## config.mk

```make
export PLATFORM = sky130hd
export DESIGN_NAME = useq_run_ctrl_flat
export DESIGN_NICKNAME = d
export VERILOG_FILES = /design/src/rtl/useq_run_ctrl_if.sv /design/src/rtl/useq_run_ctrl.sv /design/src/flat_wrapper.sv
export SDC_FILE = /design/constraint.sdc
export NUM_CORES = 1
export LEC_CHECK = 0
export BUFFER_PORTS_ARGS = -buffer_cell sky130_fd_sc_hd__buf_2
export CORE_MARGIN = 5
export CORE_UTILIZATION = 55
export DETAILED_ROUTE_END_ITERATION = 16
export PLACE_DENSITY = 0.85
export SLEW_MARGIN = 20
export SYNTH_ARGS = -nofsm -noshare
export SYNTH_HDL_FRONTEND = slang
export SYNTH_SLANG_ARGS = --single-unit
```

## constraint.sdc

```tcl
create_clock -name clk -period 4 [get_ports clk]
set_input_delay 0.8 -clock clk [delete_from_list [all_inputs] [get_ports clk]]
set_output_delay 0.8 -clock clk [all_outputs]
set_load 0.02 [all_outputs]
```

## src/rtl/useq_run_ctrl_if.sv

```systemverilog
// useq_run_ctrl_if: console and microsequencer signals of useq_run_ctrl; USEQ_UBREAK_EN adds brkEN/brkADDR
interface useq_run_ctrl_if;
    logic        consRUN, consEXEC, consHALT, consSTEP, haltLOOP;
    logic [11:0] useqADDR;
    logic        clken, useqRST, cpuCONT, cpuEXEC, cpuRUN, cpuHALT, stepACK;
`ifdef USEQ_UBREAK_EN
    logic        brkEN;
    logic [11:0] brkADDR;
    modport master (
        output consRUN, consEXEC, consHALT, consSTEP, haltLOOP, useqADDR, brkEN, brkADDR,
        input  clken, useqRST, cpuCONT, cpuEXEC, cpuRUN, cpuHALT, stepACK
    );
    modport slave (
        input  consRUN, consEXEC, consHALT, consSTEP, haltLOOP, useqADDR, brkEN, brkADDR,
        output clken, useqRST, cpuCONT, cpuEXEC, cpuRUN, cpuHALT, stepACK
    );
`else
    modport master (
        output consRUN, consEXEC, consHALT, consSTEP, haltLOOP, useqADDR,
        input  clken, useqRST, cpuCONT, cpuEXEC, cpuRUN, cpuHALT, stepACK
    );
    modport slave (
        input  consRUN, consEXEC, consHALT, consSTEP, haltLOOP, useqADDR,
        output clken, useqRST, cpuCONT, cpuEXEC, cpuRUN, cpuHALT, stepACK
    );
`endif
endinterface

```

## src/rtl/useq_run_ctrl.sv

```systemverilog
// useq_run_ctrl: run/halt/step controller for the microsequencer; USEQ_UBREAK_EN adds a microcode address breakpoint
module useq_run_ctrl #(
    parameter int RST_TICKS = 4,
    parameter int CLKDIV    = 1
) (
    input logic            clk,
    input logic            rst_n,
    useq_run_ctrl_if.slave bus
);
    typedef enum logic [2:0] {RESET, HALT, CONT, RUN, FREEZE} state_t;
    localparam logic [3:0]  DIV_LAST = 4'(CLKDIV - 1);
    localparam logic [15:0] RST_LAST = 16'(RST_TICKS - 1);
    state_t      state_q, state_d;
    logic [3:0]  div_q, div_d;
    logic [15:0] rst_cnt_q, rst_cnt_d;
    logic        step_pend_q, step_pend_d, exec_q, exec_d, hl_q, hl_d;
    logic        useq_rst_q, useq_rst_d, cpu_halt_q, cpu_halt_d, cpu_run_q, cpu_run_d;
    logic        cpu_cont_q, cpu_cont_d, cpu_exec_q, cpu_exec_d, step_ack_q, step_ack_d;
    logic        tick, brk_hit;
    assign tick      = div_q == DIV_LAST;
    assign bus.clken = tick & ((state_q != FREEZE) | step_pend_q);
`ifdef USEQ_UBREAK_EN
    assign brk_hit = bus.clken & bus.brkEN & (bus.useqADDR == bus.brkADDR);
`else
    assign brk_hit = 1'b0;
`endif
    always_comb begin
        div_d       = tick ? 4'd0 : div_q + 4'd1;
        hl_d        = bus.haltLOOP;
        state_d     = state_q;
        rst_cnt_d   = rst_cnt_q;
        step_pend_d = step_pend_q;
        exec_d      = exec_q;
        step_ack_d  = 1'b0;
        case (state_q)
            RESET: begin
                rst_cnt_d = tick ? rst_cnt_q + 16'd1 : rst_cnt_q;
                state_d   = (tick && rst_cnt_q == RST_LAST) ? HALT : RESET;
            end
            HALT: begin
                if (bus.consSTEP) begin
                    state_d     = FREEZE;
                    step_pend_d = 1'b1;
                end else if (bus.consRUN) begin
                    state_d = CONT;
                    exec_d  = bus.consEXEC;
                end
            end
            CONT: state_d = (bus.consHALT || brk_hit) ? FREEZE : !bus.haltLOOP ? RUN : CONT;
            RUN:  state_d = (bus.consHALT || brk_hit) ? FREEZE : (bus.haltLOOP && !hl_q) ? HALT : RUN;
            FREEZE: begin
                // a step request arriving while one is pending is dropped
                if (tick && step_pend_q) begin
                    step_pend_d = 1'b0;
                    step_ack_d  = 1'b1;
                end else if (bus.consSTEP) begin
                    step_pend_d = 1'b1;
                end
                if (bus.consRUN) begin
                    state_d     = bus.haltLOOP ? CONT : RUN;
                    exec_d      = bus.consEXEC;
                    step_pend_d = 1'b0;
                end
            end
            default: state_d = RESET;
        endcase
        useq_rst_d = state_d == RESET;
        cpu_halt_d = state_d == HALT;
        cpu_run_d  = state_d == RUN || state_d == CONT;
        cpu_cont_d = state_d == CONT;
        cpu_exec_d = state_d == CONT && exec_d;
    end
    always_ff @(posedge clk) begin
        if (!rst_n) begin
            state_q     <= RESET;
            div_q       <= '0;
            rst_cnt_q   <= '0;
            step_pend_q <= 1'b0;
            exec_q      <= 1'b0;
            hl_q        <= 1'b0;
            useq_rst_q  <= 1'b1;
            cpu_halt_q  <= 1'b0;
            cpu_run_q   <= 1'b0;
            cpu_cont_q  <= 1'b0;
            cpu_exec_q  <= 1'b0;
            step_ack_q  <= 1'b0;
        end else begin
            state_q     <= state_d;
            div_q       <= div_d;
            rst_cnt_q   <= rst_cnt_d;
            step_pend_q <= step_pend_d;
            exec_q      <= exec_d;
            hl_q        <= hl_d;
            useq_rst_q  <= useq_rst_d;
            cpu_halt_q  <= cpu_halt_d;
            cpu_run_q   <= cpu_run_d;
            cpu_cont_q  <= cpu_cont_d;
            cpu_exec_q  <= cpu_exec_d;
            step_ack_q  <= step_ack_d;
        end
    end
    assign bus.useqRST = useq_rst_q;
    assign bus.cpuHALT = cpu_halt_q;
    assign bus.cpuRUN  = cpu_run_q;
    assign bus.cpuCONT = cpu_cont_q;
    assign bus.cpuEXEC = cpu_exec_q;
    assign bus.stepACK = step_ack_q;
endmodule
```

## src/flat_wrapper.sv

```systemverilog
// flat-port wrapper written by rule: the top's interface ports become plain ports
module useq_run_ctrl_flat 
#(
    parameter int RST_TICKS = 4,
    parameter int CLKDIV    = 1
)
  (clk, rst_n, bus_consRUN, bus_consEXEC, bus_consHALT, bus_consSTEP, bus_haltLOOP, bus_useqADDR, bus_clken, bus_useqRST, bus_cpuCONT, bus_cpuEXEC, bus_cpuRUN, bus_cpuHALT, bus_stepACK);
  useq_run_ctrl_if bus_i ();
  input logic clk;
  input logic rst_n;
  input wire logic [$bits(bus_i.consRUN)-1:0] bus_consRUN;
  input wire logic [$bits(bus_i.consEXEC)-1:0] bus_consEXEC;
  input wire logic [$bits(bus_i.consHALT)-1:0] bus_consHALT;
  input wire logic [$bits(bus_i.consSTEP)-1:0] bus_consSTEP;
  input wire logic [$bits(bus_i.haltLOOP)-1:0] bus_haltLOOP;
  input wire logic [$bits(bus_i.useqADDR)-1:0] bus_useqADDR;
  output wire logic [$bits(bus_i.clken)-1:0] bus_clken;
  output wire logic [$bits(bus_i.useqRST)-1:0] bus_useqRST;
  output wire logic [$bits(bus_i.cpuCONT)-1:0] bus_cpuCONT;
  output wire logic [$bits(bus_i.cpuEXEC)-1:0] bus_cpuEXEC;
  output wire logic [$bits(bus_i.cpuRUN)-1:0] bus_cpuRUN;
  output wire logic [$bits(bus_i.cpuHALT)-1:0] bus_cpuHALT;
  output wire logic [$bits(bus_i.stepACK)-1:0] bus_stepACK;
  assign bus_i.consRUN = bus_consRUN;
  assign bus_i.consEXEC = bus_consEXEC;
  assign bus_i.consHALT = bus_consHALT;
  assign bus_i.consSTEP = bus_consSTEP;
  assign bus_i.haltLOOP = bus_haltLOOP;
  assign bus_i.useqADDR = bus_useqADDR;
  assign bus_clken = bus_i.clken;
  assign bus_useqRST = bus_i.useqRST;
  assign bus_cpuCONT = bus_i.cpuCONT;
  assign bus_cpuEXEC = bus_i.cpuEXEC;
  assign bus_cpuRUN = bus_i.cpuRUN;
  assign bus_cpuHALT = bus_i.cpuHALT;
  assign bus_stepACK = bus_i.stepACK;
  useq_run_ctrl #(.RST_TICKS(RST_TICKS), .CLKDIV(CLKDIV)) u_core (.clk(clk), .rst_n(rst_n), .bus(bus_i));
endmodule
```

==> out/metrics.csv <==
metric;value;unit
slew_viol_final;0;
nets;203;
irDropWorstVdd;0.000331;V
top_regs;u_core.rst_cnt_q (16), u_core.div_q (4), u_core.state_q (3);
ant_nets;0;
yosys_warnings;0;
dp_cells;204;
nFillCells;213;
cts.clk_slew.worst_paths;0.10;ns
port_buffers;13;
synthesis.nets;190;
synthTopCellsByArea;dfxtp_1 44%, nor2_1 4.9%, a21oi_1 4.5%;
final_layout_size_suffix_gt1_share;12.7;%
cp_max_fo;7;
critPathKind;reg -> out;
tightest_slew;0.822;ns
fin_cells;211;
num_rows;18;
syn_area;1460;sq um
cts_setup_buffers;0;
worst_setup_path_end_kind;primary output;
die_w;61.5;um
pwr_density_cell;427;nW/um^2
synth_top_family_by_area;simple AND/OR/NAND/NOR gates;
die_h;61.5;um
via_count;1247;
top_register;u_core.rst_cnt_q;
setup_slack;1.44;ns
post-place-ws;1.82;ns
syn_area_per_cell;8.67;sq um
gr-total-overflow;0;
synth_compound_area_share;11.1;%
start_util;58.3;%
cts_resized;0;
gp_congestion;0.943;
critPathLaunchType;flop;
numClockSinks;32;
avgViaCountPerCell;5.91;
worstPathRequired;3.20;ns
hp-class;reg -> reg;
ys_types;35;
boundaryPins;26;
yosysTopAreaCell;dfxtp_1;
fin_crit_sh;63.9;%
hold_violations;0;
hold_slack;0.471;ns
syn2layout_area_growth;9.02;%
synth_fa_ha_area_share;2.58;%
holdPathEnd;u_core.div_q[0];
largest_register_ffs;16;
synthSimpleGateAreaFrac;30.4;%
first_pass_iters;6;
critPathArrivalTime;1.76;ns
post_cts_hold_buffer_count;0;
antenna_cells;0;
max_freq;0.391;GHz
grt_use_total;18.5;%
total_power;0.000678;W
worstHoldPathCells;1;
synth-xor-area-share;6.01;%
min_period;2.56;ns
drtIter0Drc;77;
dieArea;3780;sq um
synth_top_area_share;44.0;%
worstHoldStart;u_core.div_q[0];
ys_seq_area_share;44.0;%
clock_path_buffers;2;
antenna_found_initial;0;
grt_pass1_vias;1199;
fin_tns_setup;0;ns
status;complete, no violations;
power.leakage;0.600;nW
reg2reg_to;u_core.rst_cnt_q[12];
clk_latency;0.33;ns
setup_viol;0;
grt_pass1_wl;5060;um
reg2reg_from;u_core.div_q[0];
slew_headroom;45.1;%
synth_mux_area_share;1.37;%
routed_wl;3000;um
synthCells;168;
htreeDepth;2;
r2r_slack;1.73;ns
numCtsBuffers;5;
drt-wirelength-per-cell;14.2;um
tritoncts;done;
reg2reg_depth;6;
cts_root_buffer;clkbuf_4;
grt_max_degree;21;
rsz0062_at_grt;no;
fin_worst_skew;0.00798;ns
fp.coreArea;2500;sq um
hpwl;2170;um
cap_violations;0;
ys_seq_elements;32;
post-route-drc-count;0;
## area by class of cell
type	count	area, sq um	area share (%)
clock buffer	7	65.1	4.10
inverter	8	30.0	1.89
multi-input combinational	121	749	47.2
sequential	32	641	40.3
tap	30	37.5	2.36
timing repair buffer	13	65.1	4.10
## cells by family after synthesis
family                   Yosys count
AO/OA/AOI/OAI                     27
XOR/XNOR                          10
adder cells (fa/ha/maj)            3
buffers and inverters             15
flip-flops                        32
multiplexers                       2
AND/OR/NAND/NOR                   79
## critical path, cell delays in order (launching register included)
cell	delay, ns
dfxtp_1	0.35
inv_1	0.06
ha_1	0.15
or3b_1	0.48
a31oi_1	0.20
buf_2	0.19
## power by group
part           switching (W)  internal, W
Sequential         0.0000210     0.000341
Combinational      0.0000657    0.0000472
Clock               0.000103    0.0000995
## layer usage
| layer | track usage (%) | part of all wire [%] | vias to the layer above |
|---|---|---|---|
| met1 | 20.5 | 44 | 589 |
| met4 | 10.6 | 2.1 | 0 |
| li1 | - | - | 625 |
| met5 | 0 | 0 | - |
| met3 | 5.03 | 3.9 | 7 |
| met2 | 31.9 | 50 | 26 |
## how the worst max path moves through the flow
stage                    startpoint                  to  slack (ns)
global placement       bus_consSTEP  u_core.bus.useqRST        1.85
floorplan           u_core.div_q[0]           bus_clken        1.85
global route        u_core.div_q[0]           bus_clken        1.32
finish              u_core.div_q[0]           bus_clken        1.44
detailed placement     bus_consSTEP  u_core.bus.useqRST        1.82
CTS                 u_core.div_q[0]           bus_clken        1.44
## per-stage QoR
step	cell area [sq um]	util, %
after detailed placement	1520	60.9
after global placement	1520	60.9
final	1590	63.5
after CTS	1590	63.5
after global routing	1590	63.5
after floorplan	1460	-
## cell usage after synthesis
cell type,instances
nor4b_1,1
or4_1,4
buf_6,1
nor4_1,7
o31ai_1,4
nor3_1,3
xnor2_1,3
mux2i_1,2
ha_1,3
inv_1,8
nor4bb_1,1
and4_1,1
a31o_2,1
nor3b_1,2
or3_4,1
o221a_2,1
o22a_1,1
a21oi_1,13
o21ai_1,1
and3_1,4
dfxtp_1,32
nand3_1,5
a31oi_1,2
clkbuf_1,4
nand2b_1,5
o21ai_0,4
nand3b_1,2
xor2_1,7
nand4_1,7
and2_1,2
or3_1,4
nor2_1,19
nand2_1,9
buf_2,2
or3b_1,2
## placed cells by master, fill, tap and decap left out, types with 7 or more instances in the layout
cell / count
xor2_1: 7
inv_1: 8
buf_2: 13
nand2_1: 9
nor4_1: 7
a21oi_1: 13
nor2_1: 19
dfxtp_1: 32
nand4_1: 7
Power figures use the tool's default switching activity.
